**src/rtl/wb_port_arbiter_pkg.sv**
```systemverilog
// Shared types and constants for the register-file write-port arbiter.
package wb_arb_pkg;

  localparam int RF_ADDR_W = 5;
  localparam int WB_DATA_W = 32;

  typedef enum logic {
    S_NORMAL = 1'b0,
    S_FORCE  = 1'b1
  } wb_arb_state_e;

  // Default-width write request (destination register plus result).
  typedef struct packed {
    logic [RF_ADDR_W-1:0] rd;
    logic [WB_DATA_W-1:0] data;
  } wb_req_t;

endpackage

```
**src/rtl/wb_port_arbiter_if.sv**
```systemverilog
// Writeback / MDU / register-file signal bundle for wb_port_arbiter.
// slave = the arbiter, master = the surrounding pipeline.
interface wb_port_arbiter_if #(
  parameter int P_WIDTH = 32
);
  import wb_arb_pkg::*;

  logic                 i_pipe_valid;
  logic [RF_ADDR_W-1:0] i_pipe_rd;
  logic [P_WIDTH-1:0]   i_pipe_data;
  logic                 o_pipe_stall;

  logic                 i_mdu_valid;
  logic                 o_mdu_ready;
  logic [RF_ADDR_W-1:0] i_mdu_rd;
  logic [P_WIDTH-1:0]   i_mdu_data;

  logic                 o_rf_we;
  logic [RF_ADDR_W-1:0] o_rf_rd;
  logic [P_WIDTH-1:0]   o_rf_wdata;
  logic                 o_busy;

  modport slave (
    input  i_pipe_valid, i_pipe_rd, i_pipe_data, i_mdu_valid, i_mdu_rd, i_mdu_data,
    output o_pipe_stall, o_mdu_ready, o_rf_we, o_rf_rd, o_rf_wdata, o_busy
  );

  modport master (
    output i_pipe_valid, i_pipe_rd, i_pipe_data, i_mdu_valid, i_mdu_rd, i_mdu_data,
    input  o_pipe_stall, o_mdu_ready, o_rf_we, o_rf_rd, o_rf_wdata, o_busy
  );

endinterface

```
**src/rtl/wb_port_arbiter_fifo.sv**
```systemverilog
// wb_fifo: small synchronous FIFO with occupancy count; depth must be a power of 2.
module wb_fifo #(
  parameter int  P_DEPTH = 2,
  parameter type T       = logic [7:0]
) (
  input  logic                     i_clk,
  input  logic                     i_rst,
  input  logic                     i_push,
  input  T                         i_data,
  input  logic                     i_pop,
  output T                         o_head,
  output logic [$clog2(P_DEPTH):0] o_count,
  output logic                     o_full,
  output logic                     o_empty
);

  localparam int AW = $clog2(P_DEPTH);

  T                mem_q [P_DEPTH];
  logic [AW-1:0]   wr_ptr_q, rd_ptr_q;
  logic [AW:0]     count_q;
  logic            push_ok, pop_ok;

  assign o_full  = (count_q == (AW+1)'(P_DEPTH));
  assign o_empty = (count_q == '0);
  assign o_count = count_q;
  assign o_head  = mem_q[rd_ptr_q];
  assign push_ok = i_push && !o_full;
  assign pop_ok  = i_pop && !o_empty;

  // Entry storage.
  // NOTE: the data array has no reset; validity is tracked by count_q alone, so stale contents are harmless.
  always_ff @(posedge i_clk) begin
    if (push_ok) mem_q[wr_ptr_q] <= i_data;
  end

  // Pointers and occupancy; pointers wrap naturally at the power-of-2 depth.
  always_ff @(posedge i_clk or posedge i_rst) begin
    if (i_rst) begin
      wr_ptr_q <= '0;
      rd_ptr_q <= '0;
      count_q  <= '0;
    end else begin
      if (push_ok) wr_ptr_q <= wr_ptr_q + 1'b1;
      if (pop_ok)  rd_ptr_q <= rd_ptr_q + 1'b1;
      case ({push_ok, pop_ok})
        2'b10:   count_q <= count_q + 1'b1;
        2'b01:   count_q <= count_q - 1'b1;
        default: count_q <= count_q;
      endcase
    end
  end

endmodule

```
**src/rtl/wb_port_arbiter.sv**
```systemverilog
// wb_port_arbiter: shares the register-file write port between the writeback
// stage and buffered MDU results, with forced MDU service on a full FIFO or
// a head that waited P_MAX_WAIT cycles.
// Optional: define WB_ARB_PERF_EN to add o_stall_cnt / o_force_cnt counters.
module wb_port_arbiter
  import wb_arb_pkg::*;
#(
  parameter int P_WIDTH    = 32,
  parameter int P_DEPTH    = 2,
  parameter int P_MAX_WAIT = 4
) (
  input  logic                 i_clk,
  input  logic                 i_rst,
  wb_port_arbiter_if.slave     bus
`ifdef WB_ARB_PERF_EN
  ,
  output logic [31:0]          o_stall_cnt,
  output logic [31:0]          o_force_cnt
`endif
);

  localparam int CW = $clog2(P_DEPTH) + 1;
  localparam int WW = $clog2(P_MAX_WAIT + 1);

  typedef struct packed {
    logic [RF_ADDR_W-1:0] rd;
    logic [P_WIDTH-1:0]   data;
  } req_t;

  wb_arb_state_e        state_q, state_d;
  logic [WW-1:0]        wait_q, wait_d;
  logic [CW-1:0]        count, count_after;
  logic                 full, empty, push;
  logic                 grant_pipe, grant_mdu;
  req_t                 mdu_in, head;
  logic                 rf_we_q;
  logic [RF_ADDR_W-1:0] rf_rd_q;
  logic [P_WIDTH-1:0]   rf_wdata_q;

  assign mdu_in           = '{rd: bus.i_mdu_rd, data: bus.i_mdu_data};
  assign bus.o_mdu_ready  = !full && !i_rst;
  assign push             = bus.i_mdu_valid && bus.o_mdu_ready;
  assign bus.o_pipe_stall = (state_q == S_FORCE) && bus.i_pipe_valid;
  assign bus.o_busy       = !empty;
  assign bus.o_rf_we      = rf_we_q;
  assign bus.o_rf_rd      = rf_rd_q;
  assign bus.o_rf_wdata   = rf_wdata_q;

  wb_fifo #(.P_DEPTH(P_DEPTH), .T(req_t)) u_fifo (
    .i_clk   (i_clk),
    .i_rst   (i_rst),
    .i_push  (push),
    .i_data  (mdu_in),
    .i_pop   (grant_mdu),
    .o_head  (head),
    .o_count (count),
    .o_full  (full),
    .o_empty (empty)
  );

  // Grant selection: forced cycles serve the FIFO, otherwise the pipe wins.
  always_comb begin
    grant_pipe = 1'b0;
    grant_mdu  = 1'b0;
    if (state_q == S_FORCE) grant_mdu = !empty;
    else if (bus.i_pipe_valid) grant_pipe = 1'b1;
    else grant_mdu = !empty;
  end

  // Occupancy after this cycle's push/pop, wait counter and next FSM state.
  always_comb begin
    count_after = count + CW'(push) - CW'(grant_mdu);
    wait_d      = '0;
    if (!empty && !grant_mdu)
      wait_d = (wait_q < WW'(P_MAX_WAIT)) ? wait_q + 1'b1 : wait_q;
    state_d = S_NORMAL;
    if (state_q == S_NORMAL &&
        (count_after == CW'(P_DEPTH) || wait_d >= WW'(P_MAX_WAIT)))
      state_d = S_FORCE;
  end

  // FSM and wait counter state.
  // NOTE: sequential state uses non-blocking assignments so every flop samples pre-edge values.
  always_ff @(posedge i_clk or posedge i_rst) begin
    if (i_rst) begin
      state_q <= S_NORMAL;
      wait_q  <= '0;
    end else begin
      state_q <= state_d;
      wait_q  <= wait_d;
    end
  end

  // Registered register-file write; address/data hold when nothing is granted.
  always_ff @(posedge i_clk or posedge i_rst) begin
    if (i_rst) begin
      rf_we_q    <= 1'b0;
      rf_rd_q    <= '0;
      rf_wdata_q <= '0;
    end else begin
      rf_we_q <= (grant_pipe && bus.i_pipe_rd != '0) || (grant_mdu && head.rd != '0);
      if (grant_pipe) begin
        rf_rd_q    <= bus.i_pipe_rd;
        rf_wdata_q <= bus.i_pipe_data;
      end else if (grant_mdu) begin
        rf_rd_q    <= head.rd;
        rf_wdata_q <= head.data;
      end
    end
  end

`ifdef WB_ARB_PERF_EN
  logic [31:0] stall_cnt_q, force_cnt_q;
  assign o_stall_cnt = stall_cnt_q;
  assign o_force_cnt = force_cnt_q;

  // Stall-cycle and forced-entry counters, wrapping at 2^32.
  always_ff @(posedge i_clk or posedge i_rst) begin
    if (i_rst) begin
      stall_cnt_q <= '0;
      force_cnt_q <= '0;
    end else begin
      if (bus.o_pipe_stall) stall_cnt_q <= stall_cnt_q + 32'd1;
      if (state_q == S_NORMAL && state_d == S_FORCE) force_cnt_q <= force_cnt_q + 32'd1;
    end
  end
`endif

endmodule

```
**src/flat_wrapper.sv**
```systemverilog
// flat-port wrapper written by rule: the top's interface ports become plain ports
module wb_port_arbiter_flat import wb_arb_pkg::*;
#(
  parameter int P_WIDTH    = 32,
  parameter int P_DEPTH    = 2,
  parameter int P_MAX_WAIT = 4
)
  (i_clk, i_rst, bus_i_pipe_valid, bus_i_pipe_rd, bus_i_pipe_data, bus_i_mdu_valid, bus_i_mdu_rd, bus_i_mdu_data, bus_o_pipe_stall, bus_o_mdu_ready, bus_o_rf_we, bus_o_rf_rd, bus_o_rf_wdata, bus_o_busy);
  wb_port_arbiter_if #(.P_WIDTH(P_WIDTH)) bus_i ();
  input  logic i_clk;
  input  logic i_rst;
  input wire logic [$bits(bus_i.i_pipe_valid)-1:0] bus_i_pipe_valid;
  input wire logic [$bits(bus_i.i_pipe_rd)-1:0] bus_i_pipe_rd;
  input wire logic [$bits(bus_i.i_pipe_data)-1:0] bus_i_pipe_data;
  input wire logic [$bits(bus_i.i_mdu_valid)-1:0] bus_i_mdu_valid;
  input wire logic [$bits(bus_i.i_mdu_rd)-1:0] bus_i_mdu_rd;
  input wire logic [$bits(bus_i.i_mdu_data)-1:0] bus_i_mdu_data;
  output wire logic [$bits(bus_i.o_pipe_stall)-1:0] bus_o_pipe_stall;
  output wire logic [$bits(bus_i.o_mdu_ready)-1:0] bus_o_mdu_ready;
  output wire logic [$bits(bus_i.o_rf_we)-1:0] bus_o_rf_we;
  output wire logic [$bits(bus_i.o_rf_rd)-1:0] bus_o_rf_rd;
  output wire logic [$bits(bus_i.o_rf_wdata)-1:0] bus_o_rf_wdata;
  output wire logic [$bits(bus_i.o_busy)-1:0] bus_o_busy;
  assign bus_i.i_pipe_valid = bus_i_pipe_valid;
  assign bus_i.i_pipe_rd = bus_i_pipe_rd;
  assign bus_i.i_pipe_data = bus_i_pipe_data;
  assign bus_i.i_mdu_valid = bus_i_mdu_valid;
  assign bus_i.i_mdu_rd = bus_i_mdu_rd;
  assign bus_i.i_mdu_data = bus_i_mdu_data;
  assign bus_o_pipe_stall = bus_i.o_pipe_stall;
  assign bus_o_mdu_ready = bus_i.o_mdu_ready;
  assign bus_o_rf_we = bus_i.o_rf_we;
  assign bus_o_rf_rd = bus_i.o_rf_rd;
  assign bus_o_rf_wdata = bus_i.o_rf_wdata;
  assign bus_o_busy = bus_i.o_busy;
  wb_port_arbiter #(.P_WIDTH(P_WIDTH), .P_DEPTH(P_DEPTH), .P_MAX_WAIT(P_MAX_WAIT)) u_core (.i_clk(i_clk), .i_rst(i_rst), .bus(bus_i));
endmodule
```
**config.mk**
```make
export PLATFORM = sky130hd
export DESIGN_NAME = wb_port_arbiter_flat
export DESIGN_NICKNAME = d
export VERILOG_FILES = /design/src/rtl/wb_port_arbiter_pkg.sv /design/src/rtl/wb_port_arbiter_if.sv /design/src/rtl/wb_port_arbiter_fifo.sv /design/src/rtl/wb_port_arbiter.sv /design/src/flat_wrapper.sv
export SDC_FILE = /design/constraint.sdc
export NUM_CORES = 1
export LEC_CHECK = 0
export CORE_MARGIN = 10
export CORE_UTILIZATION = 40
export CTS_CLUSTER_SIZE = 28
export DETAILED_ROUTE_END_ITERATION = 8
export GPL_TIMING_DRIVEN = 0
export PLACE_DENSITY = 0.71
export SETUP_SLACK_MARGIN = 0.4
export SYNTH_ARGS = -nofsm -noshare
export SYNTH_HDL_FRONTEND = slang
export SYNTH_SLANG_ARGS = --single-unit
```
**constraint.sdc**
```tcl
create_clock -name i_clk -period 3.8 [get_ports i_clk]
set_input_delay 0.38 -clock i_clk [delete_from_list [all_inputs] [get_ports i_clk]]
set_output_delay 0.38 -clock i_clk [all_outputs]
set_load 0.05 [all_outputs]
```
# After elaboration in Yosys (flattened, before gate mapping)
# Memories as Yosys holds them, arrays and structs flattened.
# Cells that the tools add are included.
classes:
  addsub: 7
  multipliers: 0
  div: 0
  magnitude_cmp: 2
  eq_ne: 4
  shift: 0
  n_mux: 14
  bitwise: 1
  n_reduce_logical: 20
op_table:
  columns: ["cell", "n"]
  rows:
  - ["$mux 32", 2]
  - ["$mux 5", 2]
  - ["$reduce_bool 5->1", 2]
  - ["$logic_and 1x1->1", 9]
  - ["$mux 1", 7]
  - ["$eq 2x2->1 const B", 3]
  - ["$mux 3", 2]
  - ["$logic_not 1->1", 4]
  - ["$pmux 2 s2", 1]
  - ["$reduce_bool 2->1", 2]
  - ["$add 3x1->3 const B", 1]
  - ["$ge 3x3->1 const B", 1]
  - ["$lt 3x3->1 const B", 1]
  - ["$add 1x1->1 const B", 2]
  - ["$add 2x1->2", 1]
  - ["$add 2x1->2 const B", 1]
  - ["$eq 2x1->1 const B", 1]
  - ["$logic_not 2->1", 1]
  - ["$logic_or 1x1->1", 2]
  - ["$sub 2x1->2", 1]
  - ["$sub 2x1->2 const B", 1]
  - ["$not 1->1", 1]
word_totals:
  register_bits: 46
  latch_bits: 0
  ram_bits: 74
  romBits: 0
  elab_cells: 57
  memories: 1
memory_table:
  columns: ["name", "depth", "width", "read_ports", "rd_ports_with_merged_regs", "wr", "line", "text"]
  rows:
  - ["u_core.u_fifo.mem_q", 2, 37, 1, 0, 1, "wb_port_arbiter_fifo.sv:19", "T mem_q [P_DEPTH];"]

# Longest topological paths before layout
# Gate-level depths: netlist of run 1.
logic_depth:
  ltp_word: 11
  mapped_depth: 8
  ltp_nobuf: 7

# Modules after synthesis
# A second synthesis of run 1 with hierarchy kept.
hier_totals:
  hier_cells: 328
  area_unflattened_um2: 4974.8
by_module_without_submodules:
  columns: ["module", "instances", "cells_each", "area_per_inst_um2"]
  rows:
  - ["wb_fifo", 1, 134, 2952.8]
  - ["wb_port_arbiter", 1, 194, 2021.9]

# Worst setup path before layout of run 1
# No wires, ideal clock.
synth_path:
  path_kind: "in2reg"
  start: "input i_rst"
  end: "memory u_core.u_fifo.mem_q[0][0] (netlist name), enable pin"
  arrival_ns: 3.359
  required_ns: 3.369
  path_slack_ns: 0.010
  stages: 3
  path_buffers: 0
  path_cell_list: "inv_1 -> nand3_2 -> nor2_1"
synth_between:
  elab_chain_len: 6
synth_rtl:
  columns: ["item", "line", "text"]
  rows:
  - ["start, declared", "flat_wrapper.sv:11", "input logic i_rst;"]
  - ["$logic_not 1->1", "wb_port_arbiter.sv:41", "assign bus.o_mdu_ready = !full && !i_rst;"]
  - ["$logic_and 1x1->1", "wb_port_arbiter.sv:41", null]
  - ["$logic_and 1x1->1", "wb_port_arbiter.sv:42", "assign push = bus.i_mdu_valid && bus.o_mdu_ready;"]
  - ["$logic_and 1x1->1", "wb_port_arbiter_fifo.sv:28", "assign push_ok = i_push && !o_full;"]
  - ["$mux 1", "wb_port_arbiter_fifo.sv:34", "if (push_ok) mem_q[wr_ptr_q] <= i_data;"]
  - ["$mux 1 (implied by the code)", "wb_port_arbiter_fifo.sv:34", null]
  - ["end, declared", "wb_port_arbiter_fifo.sv:19", null]
# Every way passes these cells.

# Final worst setup path of run 1
layout_path:
  start: "input i_rst"
  end: "output bus_o_mdu_ready"
layout_between:
  elab_chain_len: 2
layout_rtl:
  columns: ["item", "line", "text"]
  rows:
  - ["$logic_not 1->1", "wb_port_arbiter.sv:41", null]
  - ["$logic_and 1x1->1", "wb_port_arbiter.sv:41", null]
  - ["end, declared", "flat_wrapper.sv:19", "output wire logic [$bits(bus_i.o_mdu_ready)-1:0] bus_o_mdu_ready;"]
# Every way passes these cells.

==> impl_metrics.ini, run 1 <==
[global_routing]
grt_pass1_wl_um = 18330
antenna_found_initial = 1
grtUsageTotal = 0.1457
grt_pass1_vias = 3463
grt_max_degree = 26
grt_remaining_overflow = 0

[detailed_routing]
finalWirelength_um = 11860
ant_nets = 0
drtIter0Drc = 108
via_per_inst = 4.919
dr.pass1.iters = 4
wire_per_inst_um = 18.85
drc = 0
vias = 3094

[floorplan]
rows = 40
io_pins = 119
start_util = 0.4079
dieArea_mm2 = 0.01708
dieWidth_um = 130.7
core-area_mm2 = 0.01201
die_y_um = 130.7

[pwr]
pwr-share-clk = 0.262
combPwrFrac = 0.413
power.share.sequential = 0.325
switchingPower_w = 0.002186
ir_drop_mv = 0.4607
internal-power_w = 0.003641
cellPowerDensity_mw_per_mm2 = 843.0
netSwitchingFraction = 0.3751
p_leak_nw = 2.753

[clock_tree]
numCtsBuffers = 17
cts_sinks = 120
ctsHtreeMaxLevel = 4
cts_tree = done
cts_setup_buffers = 0
ctsResizeCount = 0
root_buffer = clkbuf_16
clk_pin_slew_ns = 0.05
hold_buffers = 0
clock_latency_ns = 0.41
cts_buffer_depth = 2

[layout]
final_common_cell = clkdlybuf4s50_1
fin_nets = 550
area_growth_syn_to_layout_pct = 41.06
multi_input_area_mm2 = 0.001428
most-common-layout-cells = clkdlybuf4s50_1 (118), edfxtp_1 (74), dfrtp_1 (46)
fillCellCount = 979
instances_no_fill = 629
drive_gt1_frac = 0.1598
n_antenna_cell = 0
seqCellArea_mm2 = 0.003373

[sta]
period_share = 0.7030
fmax_mhz = 374.3
tightest_slew_ns = 0.6171
slew_viol_final = 0
max_slew_margin = 0.5880
skew_ns = 0.008901
rsz0062_at_grt = false
fin_crit_ns = 2.672
hold_viol = 0
timing.hold.ws_ns = 0.3864
setup_viol = 0

[worst_setup_path]
required_ns = 3.42
cp-end-kind = output port
critPathLaunchType = primary input
crit_fanout = 25
worstPathArrival_ns = 2.29
crit_type = primary input to output port

[logic_synthesis]
synth_seq_cells = 120
yosysWarnings = 0
yosysTopAreaCellShare = 0.4535
syn-instance-count = 329
synth-async-reset-ratio = 0.3833
synth_edf_count = 74
yosysUniqueCellTypes = 34
synth-main-ff-cell = edfxtp_1
synthesis.area_mm2 = 0.004900
synth.top_cells.by_area = edfxtp_1 (45%), dfrtp_1 (23%), mux2i_1 (7.8%)
synth_area_per_cell_um2 = 14.89
yosysTopAreaCell = edfxtp_1
yosysSeqAreaShare = 0.6885
synth_nets = 410

[run]
drv_cap = 0

[hold_path]
holdCritPathClass = primary input to asynchronous set/reset pin

[placement]
hpwlAfterDp_um = 8441
gp_congestion = 0.7338
placedCellCount = 597
io_buffers = 118

[run_status]
status = completed
-- synth_stat cells, types with 4 or more instances --
cell and instances:
buf_2 10, dfrtp_1 46, edfxtp_1 74, mux2_1 16
mux2_2 21, mux2i_1 38, nand2_1 38, nor2_1 8
o21ai_1 37, xnor2_1 4, xor2_1 4
-- critical path: stages --
cell and delay (ns):
clkdlybuf4s50_1 0.42, inv_2 0.47, and2_1 0.21, clkdlybuf4s50_1 0.80
-- cell type report --
cell class	instances	area share
buffer	17	0.01484
clock buffer	18	0.06354
clock inverter	14	0.01919
inverter	3	0.001629
multi-input combinational	189	0.2066
sequential	120	0.4881
tap	147	0.02661
timing repair buffer	121	0.1796
-- power groups by stage --
stage	Sequential (W)	Combinational [W]	Clock, W
finish	0.00189	0.00241	0.00153
floorplan	0.00256	0.000978	0
global route	0.00193	0.00257	0.00163
global placement	0.00191	0.00238	0
detailed placement	0.00192	0.00244	0
CTS	0.00190	0.00245	0.00156
-- metal layers --
| metal | global-route usage | vias to the layer above | share of wire |
|---|---|---|---|
| met1 | 0.1554 | 1502 | 0.41 |
| met2 | 0.2328 | 98 | 0.47 |
| met4 | 0.06213 | 0 | 0.010 |
| li1 | - | 1484 | - |
| met3 | 0.08300 | 10 | 0.11 |
| met5 | 0 | - | 0 |
-- cell families after synthesis --
| group | Yosys count | share of synthesized area |
|---|---|---|
| AOI/OAI and AO/OA | 41 | 0.04495 |
| xor gates and xnor gates | 8 | 0.01430 |
| adders and majority gates | 3 | 0.007662 |
| buffers and inverters | 20 | 0.02324 |
| DFF | 120 | 0.6885 |
| muxes | 75 | 0.1627 |
| and+or+nand+nor | 62 | 0.05874 |
-- stage by stage --
| stage | total power, W | TNS (ns) | worst slack, ns | area (um^2) | utilization |
|---|---|---|---|---|---|
| 2_1_floorplan | 0.003537 | 0 | 0.01010 | 4900 | - |
| 3_3_place_gp | 0.004293 | -164.85 | -2.228 | 6265 | 0.5216 |
| 3_5_place_dp | 0.004356 | 0 | 0.9135 | 6340 | 0.5278 |
| 4_1_cts | 0.005910 | 0 | 1.074 | 6912 | 0.5754 |
| 5_1_grt | 0.006131 | 0 | 0.9952 | 6912 | 0.5754 |
| 6_report | 0.005826 | 0 | 1.128 | 6912 | 0.5754 |
-- path summary, 6_finish.rpt --
kind                                          startpoint                         to  slack [ns]  cells past startpoint
worst min-delay path                               i_rst         u_core.bus.o_rf_we        0.39                      2
worst max-delay path                               i_rst            bus_o_mdu_ready        1.13                      4
worst max register to register            u_core.state_q             u_core.state_q        1.66                      8
max in group asynchronous                          i_rst   u_core.bus.o_rf_wdata[7]        2.84                      3
worst min register to register  u_core.bus.o_rf_wdata[4]   u_core.bus.o_rf_wdata[4]        0.54                      2
min in group i_clk                   bus_i_pipe_data[19]  u_core.bus.o_rf_wdata[19]        0.51                      3
-- sequential cells by signal (all words and copies together), names as in the netlist --
| register | cells |
|---|---|
| u_core.state_q | 1 |
| u_core.bus.o_rf_we | 1 |
| u_core.bus.o_rf_rd | 5 |
| u_core.bus.o_rf_wdata | 32 |
| u_core.wait_q | 3 |
| u_core.u_fifo.o_count | 2 |
| u_core.u_fifo.wr_ptr_q | 1 |
| u_core.u_fifo.mem_q | 74 |
| u_core.u_fifo.rd_ptr_q | 1 |
(Power assumes the default switching activity.)
==> run 2: changes to the inputs <==
--- a/config.mk
+++ b/config.mk
@@ -10,7 +10,7 @@
 export CTS_CLUSTER_SIZE = 28
 export DETAILED_ROUTE_END_ITERATION = 8
 export GPL_TIMING_DRIVEN = 0
-export PLACE_DENSITY = 0.71
+export PLACE_DENSITY = 0.73
 export SETUP_SLACK_MARGIN = 0.4
 export SYNTH_ARGS = -nofsm -noshare
 export SYNTH_HDL_FRONTEND = slang
==> constraint.sdc (replaced) <==
create_clock -name i_clk -period 2.2 [get_ports i_clk]
set_input_delay 0.22 -clock i_clk [delete_from_list [all_inputs] [get_ports i_clk]]
set_output_delay 0.22 -clock i_clk [all_outputs]
set_load 0.05 [all_outputs]
==> impl_metrics.ini, run 2 (synthesis results as in run 1) <==
[detailed_routing]
wire_per_inst_um = 20.23
finalWirelength_um = 13310
vias = 3322
ant_nets = 0
dr.pass1.iters = 4
via_per_inst = 5.049
drtIter0Drc = 188
drc = 0

[placement]
hpwlAfterDp_um = 8491
gp_congestion = 0.7778
io_buffers = 118
post_dp_cell_area_mm2 = 0.006291

[worst_setup_path]
crit_end = u_core.state_q
crit_family = flip-flops
rr_worst_depth = 8
critPathLaunchType = flop
startpoint = u_core.u_fifo.o_count[1]
rrSetupSlack_ns = 0.33
max_stage_delay_ns = 0.44
cp-end-kind = flop
path_buf_inv = 1
path_depth = 8
required_ns = 2.48
crit_top_cell = nor2_4
r2r_start = u_core.u_fifo.o_count[1]
r2r-end = u_core.state_q
slowest_stage = dfrtp_2
crit_fanout = 5
crit_type = flop to flop
worstPathArrival_ns = 2.15
worstPathCellList = nor2_4 -> buf_6 -> nor2_4 -> xnor2_2 -> ha_2 -> nor2_1 -> o311a_1 -> a311o_1

[pwr]
combPwrFrac = 0.426
pwr-share-clk = 0.261
internal-power_w = 0.006546
netSwitchingFraction = 0.3740
p_leak_nw = 3.072
cellPowerDensity_mw_per_mm2 = 1439
finalPower_w = 0.01046
power.share.sequential = 0.313
ir_drop_mv = 0.8231
switchingPower_w = 0.003911

[floorplan]
core-area_mm2 = 0.01201
die_y_um = 130.7
io_pins = 119
rows = 40
dieWidth_um = 130.7
start_util = 0.4079
dieArea_mm2 = 0.01708

[layout]
final_common_cell = clkdlybuf4s50_1
drive_gt1_frac = 0.2231
largest_reg_flops = 74
multi_input_area_mm2 = 0.001498
fin_util = 0.6052
fin_nets = 579
postLayoutCellArea_mm2 = 0.007269
n_antenna_cell = 0
regMostFlops = u_core.u_fifo.mem_q
most-common-layout-cells = clkdlybuf4s50_1 (77), edfxtp_1 (74), dfrtp_1 (43)
fillCellCount = 948
area_growth_syn_to_layout_pct = 48.37
seqCellArea_mm2 = 0.003377

[clock_tree]
numCtsBuffers = 17
root_buffer = clkbuf_16
clock_latency_ns = 0.41
cts_buffer_depth = 2
cts_tree = done
ctsHtreeMaxLevel = 4
cts_sinks = 120
clk_pin_slew_ns = 0.05

[global_routing]
grt_pass1_wl_um = 19870
grt_pass1_vias = 3632
grt_remaining_overflow = 0
antenna_found_initial = 0
grtUsageTotal = 0.1576
grt_max_degree = 25

[sta]
slew_viol_final = 0
period_share = 0.8490
setup_tns_ns = 0
skew_ns = 0.005590
setup_viol = 0
rsz0062_at_grt = true
max_slew_margin = 0.5180
fin_crit_ns = 1.868
tightest_slew_ns = 0.7190
hold_viol = 0
timing.hold.ws_ns = 0.1598
fmax_mhz = 535.4

[run]
drv_cap = 0

[hold_path]
holdCritPathClass = primary input to asynchronous set/reset pin

[run_status]
status = completed
run 2: changes by cell type in the layout (fill, tap and decap cells not counted), moves of 4 or more:
cell             before  now
dlygate4sd2_1         0   32
clkbuf_8              1    5
clkdlybuf4s50_1     118   77
dlymetal6s2s_1        0    7
buf_4                 2   22
buf_12                3    9
run 2: worst min-delay path, stage by stage:
cell and delay [ns]:
dlygate4sd2_1 0.37, clkinvlp_4 0.15, buf_4 0.15
run 2: worst min path at each step:
stage	cells past startpoint	from	to	slack, ns
after floorplan	1	i_rst	u_core.bus.o_rf_rd[0]	0.26
after global placement	2	u_core.wait_q[1]	u_core.wait_q[1]	0.52
after detailed placement	2	u_core.wait_q[0]	u_core.wait_q[0]	0.53
after CTS	3	i_rst	u_core.bus.o_rf_we	0.09
after global routing	3	i_rst	u_core.bus.o_rf_we	0.15
final	3	i_rst	u_core.wait_q[1]	0.16
run 2: final cells by class:
class / count / share of cell area
well taps: 147 / 0.02530
repair buffers: 146 / 0.2009
inverters: 3 / 0.002065
repair inverters: 2 / 0.001721
flip-flops and latches: 120 / 0.4645
plain buffers: 17 / 0.01738
clock inverters: 7 / 0.01256
multi-input cells: 191 / 0.2060
clock buffers: 25 / 0.06954
run 2: timing repair:
item                                    CTS  global route
hold buffers                              0             0
gates cloned                              4             0
buffers inserted                         22             6
resized for setup                        53            16
pin swaps                                 8             8
endpoints found under the hold margin     0             0
endpoints found under the setup margin  111            10
run 2: power by group through the flow:
| stage | clock, W | sequential (W) | combinational [W] |
|---|---|---|---|
| after floorplan | 0 | 0.00442 | 0.00171 |
| after global routing | 0.00290 | 0.00334 | 0.00474 |
| after global placement | 0 | 0.00329 | 0.00411 |
| after CTS | 0.00280 | 0.00327 | 0.00431 |
| final | 0.00273 | 0.00327 | 0.00445 |
| after detailed placement | 0 | 0.00332 | 0.00418 |
run 2: metrics by stage:
stage,cells,setup WS (ns)
after detailed placement,594,-1.173
after CTS,652,0.3132
after global routing,658,0.2786
final,658,0.3322
after global placement,594,-1.020
after floorplan,329,-0.008457
run 2: routing by layer:
metal | up-vias | track usage | wire length [um]
met5 | - | 0 | 0
met3 | 11 | 0.06285 | 1114
met4 | 0 | 0.06017 | 129
li1 | 1544 | - | -
met2 | 109 | 0.2587 | 6534
met1 | 1658 | 0.1817 | 5536
==> run 3: changes to the inputs <==
--- a/config.mk
+++ b/config.mk
@@ -10,7 +10,7 @@
 export CTS_CLUSTER_SIZE = 28
 export DETAILED_ROUTE_END_ITERATION = 8
 export GPL_TIMING_DRIVEN = 0
-export PLACE_DENSITY = 0.73
+export PLACE_DENSITY = 0.71
 export SETUP_SLACK_MARGIN = 0.4
 export SYNTH_ARGS = -nofsm -noshare
 export SYNTH_HDL_FRONTEND = slang
==> constraint.sdc (replaced) <==
create_clock -name i_clk -period 1.76 [get_ports i_clk]
set_input_delay 0.176 -clock i_clk [delete_from_list [all_inputs] [get_ports i_clk]]
set_output_delay 0.176 -clock i_clk [all_outputs]
set_load 0.05 [all_outputs]
==> impl_metrics.ini, run 3 (synthesis results as in run 1) <==
[run_status]
status = completed

[global_routing]
grt_max_degree = 25
grt_remaining_overflow = 0
grt_pass1_wl_um = 21280
antenna_found_initial = 0
grt_pass1_vias = 3837
grtUsageTotal = 0.1691

[clock_tree]
root_buffer = clkbuf_16
cts_buffer_depth = 2
clk_pin_slew_ns = 0.05
numCtsBuffers = 17
cts_tree = done
ctsHtreeMaxLevel = 4
cts_sinks = 120
hold_buffers = 0
clock_latency_ns = 0.41

[floorplan]
start_util = 0.4079
die_y_um = 130.7
rows = 40
core-area_mm2 = 0.01201
dieArea_mm2 = 0.01708
dieWidth_um = 130.7
io_pins = 119

[placement]
pre_cts_ws_ns = -1.565
hpwlAfterDp_um = 8402
placedCellCount = 594
io_buffers = 118
gp_congestion = 0.7384

[sta]
setup_viol = 0
rsz0062_at_grt = true
fin_ws_ns = 0.06119
period_share = 0.9652
max_slew_margin = 0.4713
tightest_slew_ns = 0.7886
skew_ns = 0.009926
fmax_mhz = 588.6
fin_crit_ns = 1.699
hold_viol = 0
slew_viol_final = 0

[worst_setup_path]
required_ns = 2.03
crit_family = buffers and inverters
worstPathArrival_ns = 1.97
slowest_stage = dfrtp_2
rr_worst_depth = 9
max_stage_delay_ns = 0.43
crit_type = flop to flop
rrSetupSlack_ns = 0.06
path_buf_inv = 6
r2r_start = u_core.u_fifo.o_count[0]
worstPathCellList = nor2_4 -> inv_2 -> buf_12 -> buf_6 -> buf_6 -> buf_6 -> buf_12 -> mux2i_1 -> o21ai_1
cp-end-kind = flop
crit_fanout = 5
critPathLaunchType = flop
r2r-end = u_core.bus.o_rf_wdata[9]
crit_top_cell = buf_6

[layout]
fillCellCount = 896
regMostFlops = u_core.u_fifo.mem_q
final_common_cell = clkdlybuf4s50_1
drive_gt1_frac = 0.3340
most-common-layout-cells = clkdlybuf4s50_1 (76), edfxtp_1 (74), dfrtp_1 (43)
n_antenna_cell = 0
area_growth_syn_to_layout_pct = 54.39
instances_no_fill = 668
largest_reg_flops = 74
fin_nets = 589

[detailed_routing]
dr.pass1.iters = 4
ant_nets = 0
wire_per_inst_um = 20.76
via_per_inst = 5.055
vias = 3377
finalWirelength_um = 13870
drc = 0
drtIter0Drc = 242

[pwr]
netSwitchingFraction = 0.3720
pwr-share-clk = 0.234
switchingPower_w = 0.005128
finalPower_w = 0.01378
cellPowerDensity_mw_per_mm2 = 1822
power.share.sequential = 0.299
p_leak_nw = 3.091
internal-power_w = 0.008655
ir_drop_mv = 0.9069
combPwrFrac = 0.467

[run]
drv_cap = 0

[hold_path]
holdCritPathClass = primary input to asynchronous set/reset pin
==> run 3: changes by cell type in the layout (fill, tap and decap cells not counted), sizes merged <==
cell,before,now
clkinvlp,4,3
dlygate4sd2,32,1
clkinv,4,3
buf,43,66
clkdlybuf4s15,0,20
bufinv,2,1
clkdlybuf4s18,0,5
clkbuf,29,33
dlymetal6s2s,7,0
clkdlybuf4s50,77,76
==> run 3: timing repair <==
| item | in CTS | in global routing |
|---|---|---|
| buffers inserted | 32 | 4 |
| gates cloned | 6 | 0 |
| pin swaps | 17 | 13 |
| resized for setup | 195 | 55 |
| setup endpoints to repair | 157 | 137 |
==> run 3: how the worst max path moves through the flow <==
stage | endpoint | slack [ns] | startpoint | cells past startpoint
after floorplan | u_core.state_q | -0.40 | i_rst | 7
after global placement | u_core.u_fifo.mem_q[0][26] | -1.49 | i_rst | 4
after detailed placement | u_core.u_fifo.mem_q[0][26] | -1.57 | i_rst | 4
after CTS | bus_o_mdu_ready | 0.05 | u_core.u_fifo.o_count[0] | 3
after global routing | u_core.state_q | -0.02 | u_core.state_q | 8
final | u_core.bus.o_rf_wdata[9] | 0.06 | u_core.u_fifo.o_count[0] | 9
==> run 3: power groups by stage <==
| stage | clock network [W] | logic, W | registers [W] |
|---|---|---|---|
| CTS | 0.00327 | 0.00624 | 0.00411 |
| finish | 0.00322 | 0.00644 | 0.00412 |
| global route | 0.00340 | 0.00682 | 0.00419 |
| detailed placement | 0 | 0.00524 | 0.00415 |
| floorplan | 0 | 0.00214 | 0.00552 |
| global placement | 0 | 0.00519 | 0.00412 |
==> run 3: area by class of cell <==
| type | count | area [um^2] | share of cell area |
|---|---|---|---|
| Buffer | 17 | 201.4 | 0.02663 |
| Tap cell | 147 | 183.9 | 0.02431 |
| Clock inverter | 4 | 43.79 | 0.005789 |
| Timing Repair Buffer | 156 | 1647 | 0.2177 |
| Timing Repair inverter | 2 | 12.51 | 0.001654 |
| Multi-Input combinational cell | 191 | 1578 | 0.2086 |
| Clock buffer | 28 | 506.7 | 0.06699 |
| Inverter | 3 | 15.01 | 0.001985 |
| Sequential cell | 120 | 3377 | 0.4464 |
==> run 3: layer usage <==
metal,track usage,routed length [um],up-vias
met5,0,0,-
met4,0.05363,92,0
met3,0.08864,1579,9
met2,0.2727,6674,131
met1,0.1902,5521,1667
li1,-,-,1570
==> run 3: worst reg2reg max path, stage by stage, from the launching register on <==
cell     delay, ns
dfrtp_2       0.43
nor2_4        0.19
inv_2         0.08
buf_12        0.13
buf_6         0.10
buf_6         0.10
buf_6         0.12
buf_12        0.13
mux2i_1       0.17
o21ai_1       0.10
==> run 3: stage by stage <==
step,TNS [ns],instance area (um^2),utilization,hold WS [ns]
floorplan,-17.24,4927,-,0.2110
global placement,-116.44,6292,0.5239,0.5159
detailed placement,-122.74,6292,0.5239,0.5392
CTS,0,7506,0.6249,0.07315
global route,-0.01668,7565,0.6298,0.1137
finish,0,7565,0.6298,0.1169
